[src/rtl/rom_download_loader_if.sv]
// Host ioctl download bus between the file loader host and the ROM loader.
// Latency: none, wires only.
// Backpressure: ioctl_wait runs from the loader back to the host.
interface rom_download_loader_if;
  logic        ioctl_download;
  logic        ioctl_wr;
  logic [24:0] ioctl_addr;
  logic [7:0]  ioctl_dout;
  logic [7:0]  ioctl_index;
  logic        ioctl_wait;

  modport master (
    output ioctl_download, ioctl_wr, ioctl_addr, ioctl_dout, ioctl_index,
    input  ioctl_wait
  );

  modport slave (
    input  ioctl_download, ioctl_wr, ioctl_addr, ioctl_dout, ioctl_index,
    output ioctl_wait
  );
endinterface

[src/rtl/rom_download_loader.sv]
// Maps host ROM download bytes to SDRAM pages, buffers them and commits them on ce_ref slots.
// Latency: a byte entering an empty buffer raises mem_wr one cycle later; one ce_ref per bank copy.
// Backpressure: ioctl_wait once the buffer reaches FIFO_DEPTH-1 entries; bytes arriving when full are dropped and flagged.
module rom_download_loader #(
  parameter int ADDR_W     = 23,
  parameter int BANKS      = 2,
  parameter int SLOTS      = 4,
  parameter int FIFO_DEPTH = 4,
  parameter int MAP_BITS   = 256
) (
  input  logic                 clk_48,
  input  logic                 reset,
  input  logic                 ce_ref_i,
  rom_download_loader_if.slave ioctl,
  input  logic [SLOTS*9-1:0]   slot_page_i,
  input  logic [8:0]           exp_page_i,
  output logic                 mem_wr_o,
  output logic [ADDR_W-1:0]    mem_addr_o,
  output logic [1:0]           mem_bank_o,
  output logic [7:0]           mem_din_o,
  output logic [MAP_BITS-1:0]  rom_map_o,
  output logic                 load_done_o,
  output logic                 plus_loaded_o,
  output logic                 overflow_o
);

  localparam int PTR_W = $clog2(FIFO_DEPTH);
  localparam int CNT_W = PTR_W + 1;
  localparam logic [CNT_W-1:0] DEPTH_C  = CNT_W'(FIFO_DEPTH);
  localparam logic [CNT_W-1:0] WAIT_C   = CNT_W'(FIFO_DEPTH - 1);
  localparam logic [3:0]       ALL_MASK = 4'((1 << BANKS) - 1);

  typedef enum logic [1:0] {CL_NONE, CL_SYS, CL_EXP, CL_CART} cls_t;
  typedef enum logic       {D_IDLE, D_WRITE} drain_t;
  typedef enum logic [1:0] {C_IDLE, C_LOAD, C_FLUSH} comp_t;

  typedef struct packed {
    logic [ADDR_W-1:0] addr;
    logic [3:0]        mask;
    logic [7:0]        data;
  } entry_t;

  function automatic cls_t classify(input logic [7:0] idx);
    if (idx == 8'd0)                              return CL_SYS;
    else if (idx[4:0] >= 5'd1 && idx[4:0] <= 5'd3) return CL_EXP;
    else if (idx == 8'd5 || idx == 8'd6)          return CL_CART;
    else                                          return CL_NONE;
  endfunction

  function automatic logic [1:0] lowest(input logic [3:0] m);
    logic [1:0] r;
    r = 2'd0;
    for (int i = 3; i >= 0; i--) if (m[i]) r = 2'(i);
    return r;
  endfunction

  // Download tracking state
  logic        dl_q;
  cls_t        cls_q;
  logic [8:0]  exp_q;
  logic        ovf_q, plus_q, done_q;
  comp_t       cmp_q;

  // Write buffer
  entry_t           fifo_q [FIFO_DEPTH];
  logic [PTR_W-1:0] wr_q, rd_q, rd_nxt;
  logic [CNT_W-1:0] cnt_q;

  // Drain side
  drain_t            drn_q;
  logic              mem_wr_q, first_q;
  logic [ADDR_W-1:0] addr_q;
  logic [1:0]        bank_q;
  logic [7:0]        din_q;
  logic [3:0]        rem_q;
  logic [MAP_BITS-1:0] rom_map_q;

  logic       rise, fall;
  cls_t       cls_eff;
  logic [8:0] exp_eff, page_d;
  logic       page_ok, wr_ok, push, drop, commit, pop, next_avail;
  logic [10:0] chunk;
  logic [22:0] full_addr;
  entry_t     push_ent, next_ent, ld_ent;
  logic [1:0] ld_bank, rem_bank;
  logic [3:0] ld_rem, rem_left;

  assign rise = ioctl.ioctl_download & ~dl_q;
  assign fall = ~ioctl.ioctl_download & dl_q;

  // Page mapping and buffer admission for the incoming host byte
  always_comb begin
    cls_eff   = rise ? classify(ioctl.ioctl_index) : cls_q;
    exp_eff   = rise ? exp_page_i : exp_q;
    chunk     = ioctl.ioctl_addr[24:14];
    page_d    = 9'd0;
    page_ok   = 1'b0;
    case (cls_eff)
      CL_SYS: begin
        for (int k = 0; k < SLOTS; k++) begin
          if (chunk == 11'(k)) begin
            page_d  = slot_page_i[9*k +: 9];
            page_ok = 1'b1;
          end
        end
      end
      CL_EXP: begin
        page_d  = exp_eff + {1'b0, ioctl.ioctl_addr[21:14]};
        page_ok = 1'b1;
      end
      CL_CART: begin
        page_d  = {1'b1, ioctl.ioctl_addr[21:14]};
        page_ok = 1'b1;
      end
      default: ;
    endcase
    full_addr     = {page_d, ioctl.ioctl_addr[13:0]};
    push_ent.addr = ADDR_W'(full_addr);
    push_ent.data = ioctl.ioctl_dout;
    push_ent.mask = (cls_eff == CL_EXP &&
                     (ioctl.ioctl_index[7:6] == 2'b01 || ioctl.ioctl_index[5:0] != 6'd0))
                    ? ALL_MASK : 4'b0001;
    wr_ok = ioctl.ioctl_wr && page_ok;
    push  = wr_ok && (cnt_q != DEPTH_C);
    drop  = wr_ok && (cnt_q == DEPTH_C);
  end

  assign ioctl.ioctl_wait = (cnt_q >= WAIT_C);

  // Commit decode and selection of the entry to present next
  always_comb begin
    rd_nxt     = rd_q + PTR_W'(1);
    commit     = mem_wr_q && ce_ref_i;
    pop        = commit && (rem_q == 4'd0);
    next_avail = (cnt_q > CNT_W'(1)) || push;
    next_ent   = (cnt_q > CNT_W'(1)) ? fifo_q[rd_nxt] : push_ent;
    ld_ent     = (drn_q == D_IDLE) ? fifo_q[rd_q] : next_ent;
    ld_bank    = lowest(ld_ent.mask);
    ld_rem     = ld_ent.mask & ~(4'b0001 << ld_bank);
    rem_bank   = lowest(rem_q);
    rem_left   = rem_q & ~(4'b0001 << rem_bank);
  end

  // Buffer storage; contents are only meaningful below the count
  always_ff @(posedge clk_48) begin
    if (push) fifo_q[wr_q] <= push_ent;
  end

  // Buffer pointers and occupancy; a push and a pop together keep the count
  always_ff @(posedge clk_48) begin
    if (reset) begin
      wr_q  <= '0;
      rd_q  <= '0;
      cnt_q <= '0;
    end else begin
      if (push) wr_q <= wr_q + PTR_W'(1);
      if (pop)  rd_q <= rd_nxt;
      if (push && !pop)      cnt_q <= cnt_q + CNT_W'(1);
      else if (pop && !push) cnt_q <= cnt_q - CNT_W'(1);
    end
  end

  // Drain FSM: present head entry, step through banks on each ce_ref commit
  always_ff @(posedge clk_48) begin
    if (reset) begin
      drn_q     <= D_IDLE;
      mem_wr_q  <= 1'b0;
      first_q   <= 1'b0;
      addr_q    <= '0;
      bank_q    <= 2'd0;
      din_q     <= 8'd0;
      rem_q     <= 4'd0;
      rom_map_q <= '0;
    end else begin
      case (drn_q)
        D_IDLE: begin
          if (cnt_q != '0) begin
            addr_q   <= ld_ent.addr;
            din_q    <= ld_ent.data;
            bank_q   <= ld_bank;
            rem_q    <= ld_rem;
            first_q  <= 1'b1;
            mem_wr_q <= 1'b1;
            drn_q    <= D_WRITE;
          end
        end
        D_WRITE: begin
          if (commit) begin
            first_q <= 1'b0;
            if (first_q && addr_q[22]) rom_map_q[addr_q[21:14]] <= 1'b1;
            if (rem_q != 4'd0) begin
              bank_q <= rem_bank;
              rem_q  <= rem_left;
            end else if (next_avail) begin
              addr_q  <= ld_ent.addr;
              din_q   <= ld_ent.data;
              bank_q  <= ld_bank;
              rem_q   <= ld_rem;
              first_q <= 1'b1;
            end else begin
              mem_wr_q <= 1'b0;
              drn_q    <= D_IDLE;
            end
          end
        end
        default: drn_q <= D_IDLE;
      endcase
    end
  end

  // Download lifecycle: latch class on start, flush after end, report completion
  always_ff @(posedge clk_48) begin
    if (reset) begin
      dl_q   <= 1'b0;
      cls_q  <= CL_NONE;
      exp_q  <= 9'd0;
      ovf_q  <= 1'b0;
      plus_q <= 1'b0;
      done_q <= 1'b0;
      cmp_q  <= C_IDLE;
    end else begin
      dl_q   <= ioctl.ioctl_download;
      done_q <= 1'b0;
      if (rise) begin
        cls_q  <= classify(ioctl.ioctl_index);
        exp_q  <= exp_page_i;
        ovf_q  <= 1'b0;
        if (classify(ioctl.ioctl_index) == CL_CART) plus_q <= 1'b0;
        cmp_q  <= C_LOAD;
      end else begin
        case (cmp_q)
          C_LOAD:  if (fall) cmp_q <= (cls_q != CL_NONE) ? C_FLUSH : C_IDLE;
          C_FLUSH: begin
            if (cnt_q == '0 && !mem_wr_q && !push) begin
              done_q <= 1'b1;
              if (cls_q == CL_CART && !ovf_q) plus_q <= 1'b1;
              cmp_q  <= C_IDLE;
            end
          end
          default: ;
        endcase
      end
      // a drop in the start cycle belongs to the new download, so it wins over the clear
      if (drop) ovf_q <= 1'b1;
    end
  end

  assign mem_wr_o      = mem_wr_q;
  assign mem_addr_o    = addr_q;
  assign mem_bank_o    = bank_q;
  assign mem_din_o     = din_q;
  assign rom_map_o     = rom_map_q;
  assign load_done_o   = done_q;
  assign plus_loaded_o = plus_q;
  assign overflow_o    = ovf_q;

endmodule

[src/flat_wrapper.sv]
// flat-port wrapper written by rule: the top's interface ports become plain ports
module rom_download_loader_flat 
#(
  parameter int ADDR_W     = 23,
  parameter int BANKS      = 2,
  parameter int SLOTS      = 4,
  parameter int FIFO_DEPTH = 4,
  parameter int MAP_BITS   = 256
)
  (clk_48, reset, ce_ref_i, slot_page_i, exp_page_i, mem_wr_o, mem_addr_o, mem_bank_o, mem_din_o, rom_map_o, load_done_o, plus_loaded_o, overflow_o, ioctl_ioctl_download, ioctl_ioctl_wr, ioctl_ioctl_addr, ioctl_ioctl_dout, ioctl_ioctl_index, ioctl_ioctl_wait);
  rom_download_loader_if ioctl_i ();
  input  logic clk_48;
  input  logic reset;
  input  logic ce_ref_i;
  input  logic [SLOTS*9-1:0] slot_page_i;
  input  logic [8:0] exp_page_i;
  output logic mem_wr_o;
  output logic [ADDR_W-1:0] mem_addr_o;
  output logic [1:0] mem_bank_o;
  output logic [7:0] mem_din_o;
  output logic [MAP_BITS-1:0] rom_map_o;
  output logic load_done_o;
  output logic plus_loaded_o;
  output logic overflow_o;
  input wire logic [$bits(ioctl_i.ioctl_download)-1:0] ioctl_ioctl_download;
  input wire logic [$bits(ioctl_i.ioctl_wr)-1:0] ioctl_ioctl_wr;
  input wire logic [$bits(ioctl_i.ioctl_addr)-1:0] ioctl_ioctl_addr;
  input wire logic [$bits(ioctl_i.ioctl_dout)-1:0] ioctl_ioctl_dout;
  input wire logic [$bits(ioctl_i.ioctl_index)-1:0] ioctl_ioctl_index;
  output wire logic [$bits(ioctl_i.ioctl_wait)-1:0] ioctl_ioctl_wait;
  assign ioctl_i.ioctl_download = ioctl_ioctl_download;
  assign ioctl_i.ioctl_wr = ioctl_ioctl_wr;
  assign ioctl_i.ioctl_addr = ioctl_ioctl_addr;
  assign ioctl_i.ioctl_dout = ioctl_ioctl_dout;
  assign ioctl_i.ioctl_index = ioctl_ioctl_index;
  assign ioctl_ioctl_wait = ioctl_i.ioctl_wait;
  rom_download_loader #(.ADDR_W(ADDR_W), .BANKS(BANKS), .SLOTS(SLOTS), .FIFO_DEPTH(FIFO_DEPTH), .MAP_BITS(MAP_BITS)) u_core (.clk_48(clk_48), .reset(reset), .ce_ref_i(ce_ref_i), .ioctl(ioctl_i), .slot_page_i(slot_page_i), .exp_page_i(exp_page_i), .mem_wr_o(mem_wr_o), .mem_addr_o(mem_addr_o), .mem_bank_o(mem_bank_o), .mem_din_o(mem_din_o), .rom_map_o(rom_map_o), .load_done_o(load_done_o), .plus_loaded_o(plus_loaded_o), .overflow_o(overflow_o));
endmodule
[config.mk]
export PLATFORM = sky130hd
export DESIGN_NAME = rom_download_loader_flat
export DESIGN_NICKNAME = d
export VERILOG_FILES = /design/src/rtl/rom_download_loader_if.sv /design/src/rtl/rom_download_loader.sv /design/src/flat_wrapper.sv
export SDC_FILE = /design/constraint.sdc
export NUM_CORES = 1
export LEC_CHECK = 0
export BUFFER_PORTS_ARGS = -buffer_cell sky130_fd_sc_hd__buf_2
export CAP_MARGIN = 20
export CORE_ASPECT_RATIO = 1.1
export CORE_MARGIN = 2
export CORE_UTILIZATION = 40
export DETAILED_ROUTE_END_ITERATION = 12
export PLACE_DENSITY = 0.66
export SYNTH_ARGS = -nofsm -noshare
export SYNTH_HDL_FRONTEND = slang
export SYNTH_SLANG_ARGS = --single-unit
export TNS_END_PERCENT = 20
[constraint.sdc]
create_clock -name clk_48 -period 2.9 [get_ports clk_48]
set_input_delay 0.145 -clock clk_48 [delete_from_list [all_inputs] [get_ports clk_48]]
set_output_delay 0.145 -clock clk_48 [all_outputs]
set_load 0.005 [all_outputs]
==> impl_results.md, run 1 <==
* Flops & latches, synth at 450
* Die area at about 46,000 um^2
* # IOs at approximately 390
* Arr. time, crit path at a little over 3000 ps
* Levels on crit path at 11
* CP max FO at 4
* Setup crit end kind: register
* Final Cycle Share at 95.6%
* Slew @ Worst Pin at about 850 ps
* CTS tree: yes
* Commonest cells in the netlist: 332 x nor2_1, 322 x dfxtp_1, 308 x a21oi_1
* Area Overhead vs Synth at 27.1%
* Slew Limit Fails at 0
* Post-synth cell types at 73
* Vias per cell at 5.43
* Reg-to-Reg End: u_core.fifo_q[0][30]
* Vias in the first global route at about 14,000
* Gate Count Post-Synth at between 1,500 and 2,000
* Leakage at 0.00934 uW
* Synth Flop Type: dfxtp_1
* Pre-antenna DRT Iters at 5
* Synth area leaders: dfxtp_1 36%, edfxtp_1 21%, mux4_2 8.7%, a21oi_1 8.6%, nor2_1 7.0%
* DRC Markers at 0
* Crit Path Category: register to register
* Top delay family on crit path: simple AND/OR/NAND/NOR gates
* Max_cap viols at 0
* Power per cell area at between 700 and 800 nW/um^2
* First-pass GRT wire length at between 80 and 90 mm
* Fill cell count at between 3,000 and 4,000
* Layout cells sized above 1 at roughly 30%
* Highest Clock Rate at 0.361 GHz
* Final WL at approximately 56 mm
* Crit-path slowest cell: fa_2
* N_diodes at 0
* Worst-path clk slew at about 60 ps
* Row Count at 81
* Seq/Total Area, Yosys at 57.5%
* Reg2reg setup slack at between 100 and 150 ps
* Number of synthesized flops with an enable pin at between 100 and 150
* Total track usage at 23.2%
* Final nets at about 2,300
* Mean post-synth cell area at roughly 10 um^2
* Reg2reg start: u_core.dl_q
* CP Launch Point: u_core.dl_q
* Largest net degree at the start of global routing at around 140
* HPWL Detailed at 38.9 mm
* CTS H-Tree Depth at 2
* Crit-path max cell delay at between 300 and 400 ps
* Most frequent cell after synthesis: nor2_1
* GP Congestion at between 0.8 and 0.9
* Worst Setup EP: u_core.fifo_q[0][30]
* Register area at 10,300 um^2
* Final instance area at 22,800 um^2
* Multi-input gate area at 7170 um^2
* CTS Root Cell: clkbuf_16
* Status: completed
* WP data required at approximately 3200 ps
* ANT nets after route at 0
* Clock buffer depth at 3
* Pre-CTS setup slack at about 87 ps
* CTS buffer count at 44
* Worst min path class: primary input to register
* Yosys top cell area share at 36.0%
* Async SR Flop Fraction at 0%
* Worst Skew at about 24 ps
* Worst Setup Slack, final at around 130 ps
* Relative slew margins at between 40% and 50%
* CP Launch Type: register
* WP buf/inv at 1
* Max IR drop VDD at approximately 730 uV
* Core area at ~44,000 um^2
* Die Span Y at 226 um
* Fin. Hold Viols at 0
* Setup-failing EPs final at 0
* Initial antenna violation count at 0
* Total power at 17,600 uW
* Clock latency at the later pin of the worst-skew pair at between 500 and 600 ps
* Cell area after synthesis at roughly 18,000 um^2
* Routed len/inst at 20.4 um
* YS warnings at 0
* Starting Density at between 40% and 50%
* Yosys top cell by area: dfxtp_1
* GR Overflow Total at 0
* Placed Area at between 20,000 and 25,000 um^2
* Cells on worst reg2reg path at 11
* Critical-path cell list: and2b_1 -> nand2_1 -> nand2_1 -> ha_2 -> fa_2 -> a211oi_2 -> buf_4 -> nor4b_1 -> nand4b_1 -> mux2_2 -> a22o_4
* Fin crit period at 2770 ps
* Initial DRC Count at approximately 1,200
* Syn_nets at between 1,500 and 2,000
* DR vias at ~15,000
* Num Clock Sinks at 450
* Top cell by count, worst path: nand2_1
* Die Width at 206 um
* IO buf count at roughly 380
## stage by stage
| stage | utilization (%) | cells | setup TNS, ps | hold WS (ps) |
|---|---|---|---|---|
| after CTS | 51.3 | 2753 | 0 | 76.6 |
| final | 51.4 | 2754 | 0 | 67.5 |
| after global placement | 47.0 | 2638 | 0 | 373 |
| after floorplan | - | 1717 | 0 | 244 |
| after global routing | 51.4 | 2754 | -248 | 93.3 |
| after detailed placement | 47.0 | 2641 | 0 | 384 |
## power by group
part | internal, uW | switching (uW) | leakage (uW)
Sequential | 6770 | 281 | 0.00376
Combinational | 1650 | 2860 | 0.00481
Clock | 3650 | 2440 | 0.000760
Total | 12100 | 5580 | 0.00934
## cell usage in the layout (no fill, tap or decap), drive strengths merged, types with 6 or more instances in the layout
| cell | instances |
|---|---|
| buf | 468 |
| nor2 | 336 |
| dfxtp | 322 |
| a21oi | 309 |
| edfxtp | 128 |
| nand2 | 106 |
| mux4 | 69 |
| clkbuf | 62 |
| o21ai | 51 |
| nand3 | 36 |
| dlygate4sd3 | 34 |
| a31oi | 31 |
| nor3 | 26 |
| ha | 20 |
| nor2b | 16 |
| nand2b | 15 |
| mux2i | 12 |
| inv | 12 |
| o21a | 10 |
| nor4 | 9 |
| clkinv | 8 |
| xor2 | 7 |
| a311oi | 7 |
| and2 | 6 |
| bufinv | 6 |
## cells by family after synthesis
kind of cell             share of synthesized area [%]
buffers and inverters                             3.22
adder cells (fa/ha/maj)                           1.51
XOR/XNOR                                         0.440
AND/OR/NAND/NOR                                   13.8
flip-flops                                        57.5
AO/OA/AOI/OAI                                     14.0
multiplexers                                      9.60
## flip-flops by register name (all words and copies together) (netlist names), 2 cells and up, named ones only
signal	cells
u_core.cls_q	2
u_core.cmp_q	2
u_core.cnt_q	3
u_core.exp_q	9
u_core.fifo_q	128
u_core.mem_addr_o	23
u_core.mem_bank_o	2
u_core.mem_din_o	8
u_core.rd_q	2
u_core.rem_q	4
u_core.rom_map_o	256
u_core.wr_q	2
## area by class of cell
class,count,share of cell area (%)
clock buffer,62,5.67
tap,581,3.19
sequential,450,45.2
inverter,10,0.165
multi-input combinational,1133,31.5
timing repair buffer,502,13.1
clock inverter,16,1.11
## layer usage
metal | track usage, % | vias up | part of all wire [%]
met5 | 0 | - | 0
met1 | 28.0 | 7320 | 39
met2 | 41.2 | 557 | 50
met3 | 4.24 | 86 | 7.3
li1 | - | 6989 | -
met4 | 8.38 | 0 | 2.8
## repair_timing
| action | 4_1_cts | 5_1_grt |
|---|---|---|
| setup endpoints to repair | 0 | 17 |
| hold endpoints to repair | 106 | 0 |
| resized for setup | 0 | 8 |
| hold buffers | 34 | 0 |
| buffers inserted | 0 | 1 |
## how the worst min path moves through the flow
stage | startpoint | end | slack [ps] | cells past startpoint
6_report | reset | register | 70 | 2
5_1_grt | reset | u_core.rd_q[0] | 90 | 2
4_1_cts | ioctl_ioctl_index[3] | u_core.plus_loaded_o | 80 | 3
3_5_place_dp | ioctl_ioctl_addr[3] | u_core.fifo_q[3][13] | 380 | 1
3_3_place_gp | ioctl_ioctl_addr[3] | u_core.fifo_q[3][13] | 370 | 1
2_1_floorplan | ioctl_ioctl_dout[0] | u_core.fifo_q[0][0] | 240 | 0
Power figures use the tool's default switching activity.
==> run 2: changes to the inputs <==
CORE_MARGIN = 1.5   (was 2)
==> impl_results.md, run 2 (synthesized netlist as in run 1, its figures left out) <==
* Status: completed
* Worst min path class: primary input to register
* Highest Clock Rate at between 0.3 and 0.4 GHz
* Final Cycle Share at between 90% and 100%
* Total power at between 15,000 and 20,000 uW
* Clock latency at the later pin of the worst-skew pair at 580 ps
* Worst-path clk slew at 60 ps
* Clock buffer depth at 3
* CP Launch Type: register
* # IOs at about 390
* Crit Path Category: register to register
* Switch Pwr at roughly 5600 uW
* Power per cell area at 773 nW/um^2
* CTS H-Tree Depth at 2
* Internal power at roughly 12,000 uW
* Number of flip-flops in the largest register at 256
* Core area at between 40,000 and 50,000 um^2
* Initial antenna violation count at 1
* Slew Limit Fails at 0
* Die Span Y at roughly 220 um
* Switching Fraction at 32.2%
* Area Overhead vs Synth at 26.6%
* Most frequent cells in the layout: 383 x buf_2, 332 x nor2_1, 319 x dfxtp_1
* IO buf count at 384
* Power share of the clock group at roughly a third
* Setup-failing EPs final at 0
* Total track usage at a little under a quarter
* Vias in the first global route at roughly 15,000
* Routed len/inst at 20.5 um
* Die Width at 205 um
* First-pass GRT wire length at around 85 mm
* DR vias at 15,093
* CTS buffer count at 45
* Starting Density at ~40%
* Fill cell count at 3,982
* Final nets at 2,250
* CTS tree: yes
* CP max FO at 12
* Vias per cell at about 5.5
* WP data required at about 3200 ps
* Max IR drop VDD at 613 uV
* Slew @ Worst Pin at roughly 790 ps
* Most common cell after layout, fill and taps aside: buf_2
* Setup crit end kind: register
* GP Congestion at between 0.8 and 0.9
* CTS Root Cell: clkbuf_16
* HPWL Detailed at about 38 mm
* Comb pwr share at 25.2%
* GR Overflow Total at 0
* Num Clock Sinks at between 400 and 500
* DRC Markers at 0
* Fin crit period at between 2000 and 3000 ps
* Relative slew margins at between 40% and 50%
* Initial DRC Count at 1,149
* Pre-antenna DRT Iters at 5
* Worst Skew at between 15 and 20 ps
* Fin Hold WS at between 40 and 50 ps
* Fin. Hold Viols at 0
* Max_cap viols at 0
* Sequential power share at a little over 40%
* ANT nets after route at 0
* Arr. time, crit path at between 3000 and 4000 ps
* Leakage at between 0.009 and 0.01 uW
* Row Count at 81
* Final WL at around 56 mm
* Largest net degree at the start of global routing at 108
* Layout cells sized above 1 at between 30% and 40%
* Die area at 46,100 um^2
-- run 2: layer usage --
| layer | part of all wire, % | global-route usage (%) | routed length, um |
|---|---|---|---|
| met1 | 40 | 28.9 | 22300 |
| met2 | 50 | 41.9 | 28100 |
| met3 | 7.3 | 4.31 | 4110 |
| met4 | 3.2 | 8.97 | 1810 |
| met5 | 0 | 0 | 0 |
-- run 2: final timing paths --
check	from	endpoint	slack [ps]	cells after the start
worst max-delay path	u_core.dl_q	u_core.fifo_q[3][30]	90	11
worst min-delay path	reset	u_core.mem_addr_o[2]	50	2
worst max register to register	u_core.dl_q	u_core.fifo_q[3][30]	90	11
worst min register to register	u_core.rom_map_o[14]	u_core.rom_map_o[14]	460	2
-- run 2: power by group through the flow --
stage,combinational [uW],clock [uW],sequential [uW]
2_1_floorplan,2850,0,7060
3_3_place_gp,4260,0,7250
6_report,4410,5980,7130
5_1_grt,4780,6340,7170
3_5_place_dp,4320,0,7270
4_1_cts,4380,6110,7130
-- run 2: area by class of cell --
type	count	area (um^2)	share of cell area (%)
antenna	1	2.50	0.0110
clock buffer	59	1200	5.29
clock inverter	23	297	1.31
inverter	10	37.5	0.166
multi-input combinational	1133	7170	31.6
sequential	450	10300	45.4
tap	581	727	3.21
timing repair buffer	498	2950	13.0
-- run 2: timing repair --
action	4_1_cts	5_1_grt
hold buffers	34	0
pin swaps	0	1
gates resized for setup	1	10
endpoints found under the setup margin	4	14
hold endpoints to repair	110	0
buffers inserted	0	1
-- run 2: through the flow --
stage | utilization [%] | cell area (um^2) | setup slack (ps) | instances | setup TNS, ps
after detailed placement | 46.9 | 20800 | 42.2 | 2636 | 0
final | 51.2 | 22700 | 87.3 | 2755 | 0
after global placement | 46.9 | 20800 | 114 | 2635 | 0
after CTS | 51.1 | 22600 | 38.2 | 2752 | 0
after global routing | 51.2 | 22700 | -27.4 | 2755 | -109
after floorplan | - | 17900 | 12.5 | 1717 | 0
-- run 2: critical path, cell delays in order, from the launching register on --
cell      delay, ps
dfxtp_1         340
and2b_1         210
buf_4           180
nand2_1         110
nand2_2          90
fa_2            390
a211oi_2        250
buf_4           170
nor4b_1          50
nand4b_1        170
mux2_2          310
a22o_1          280
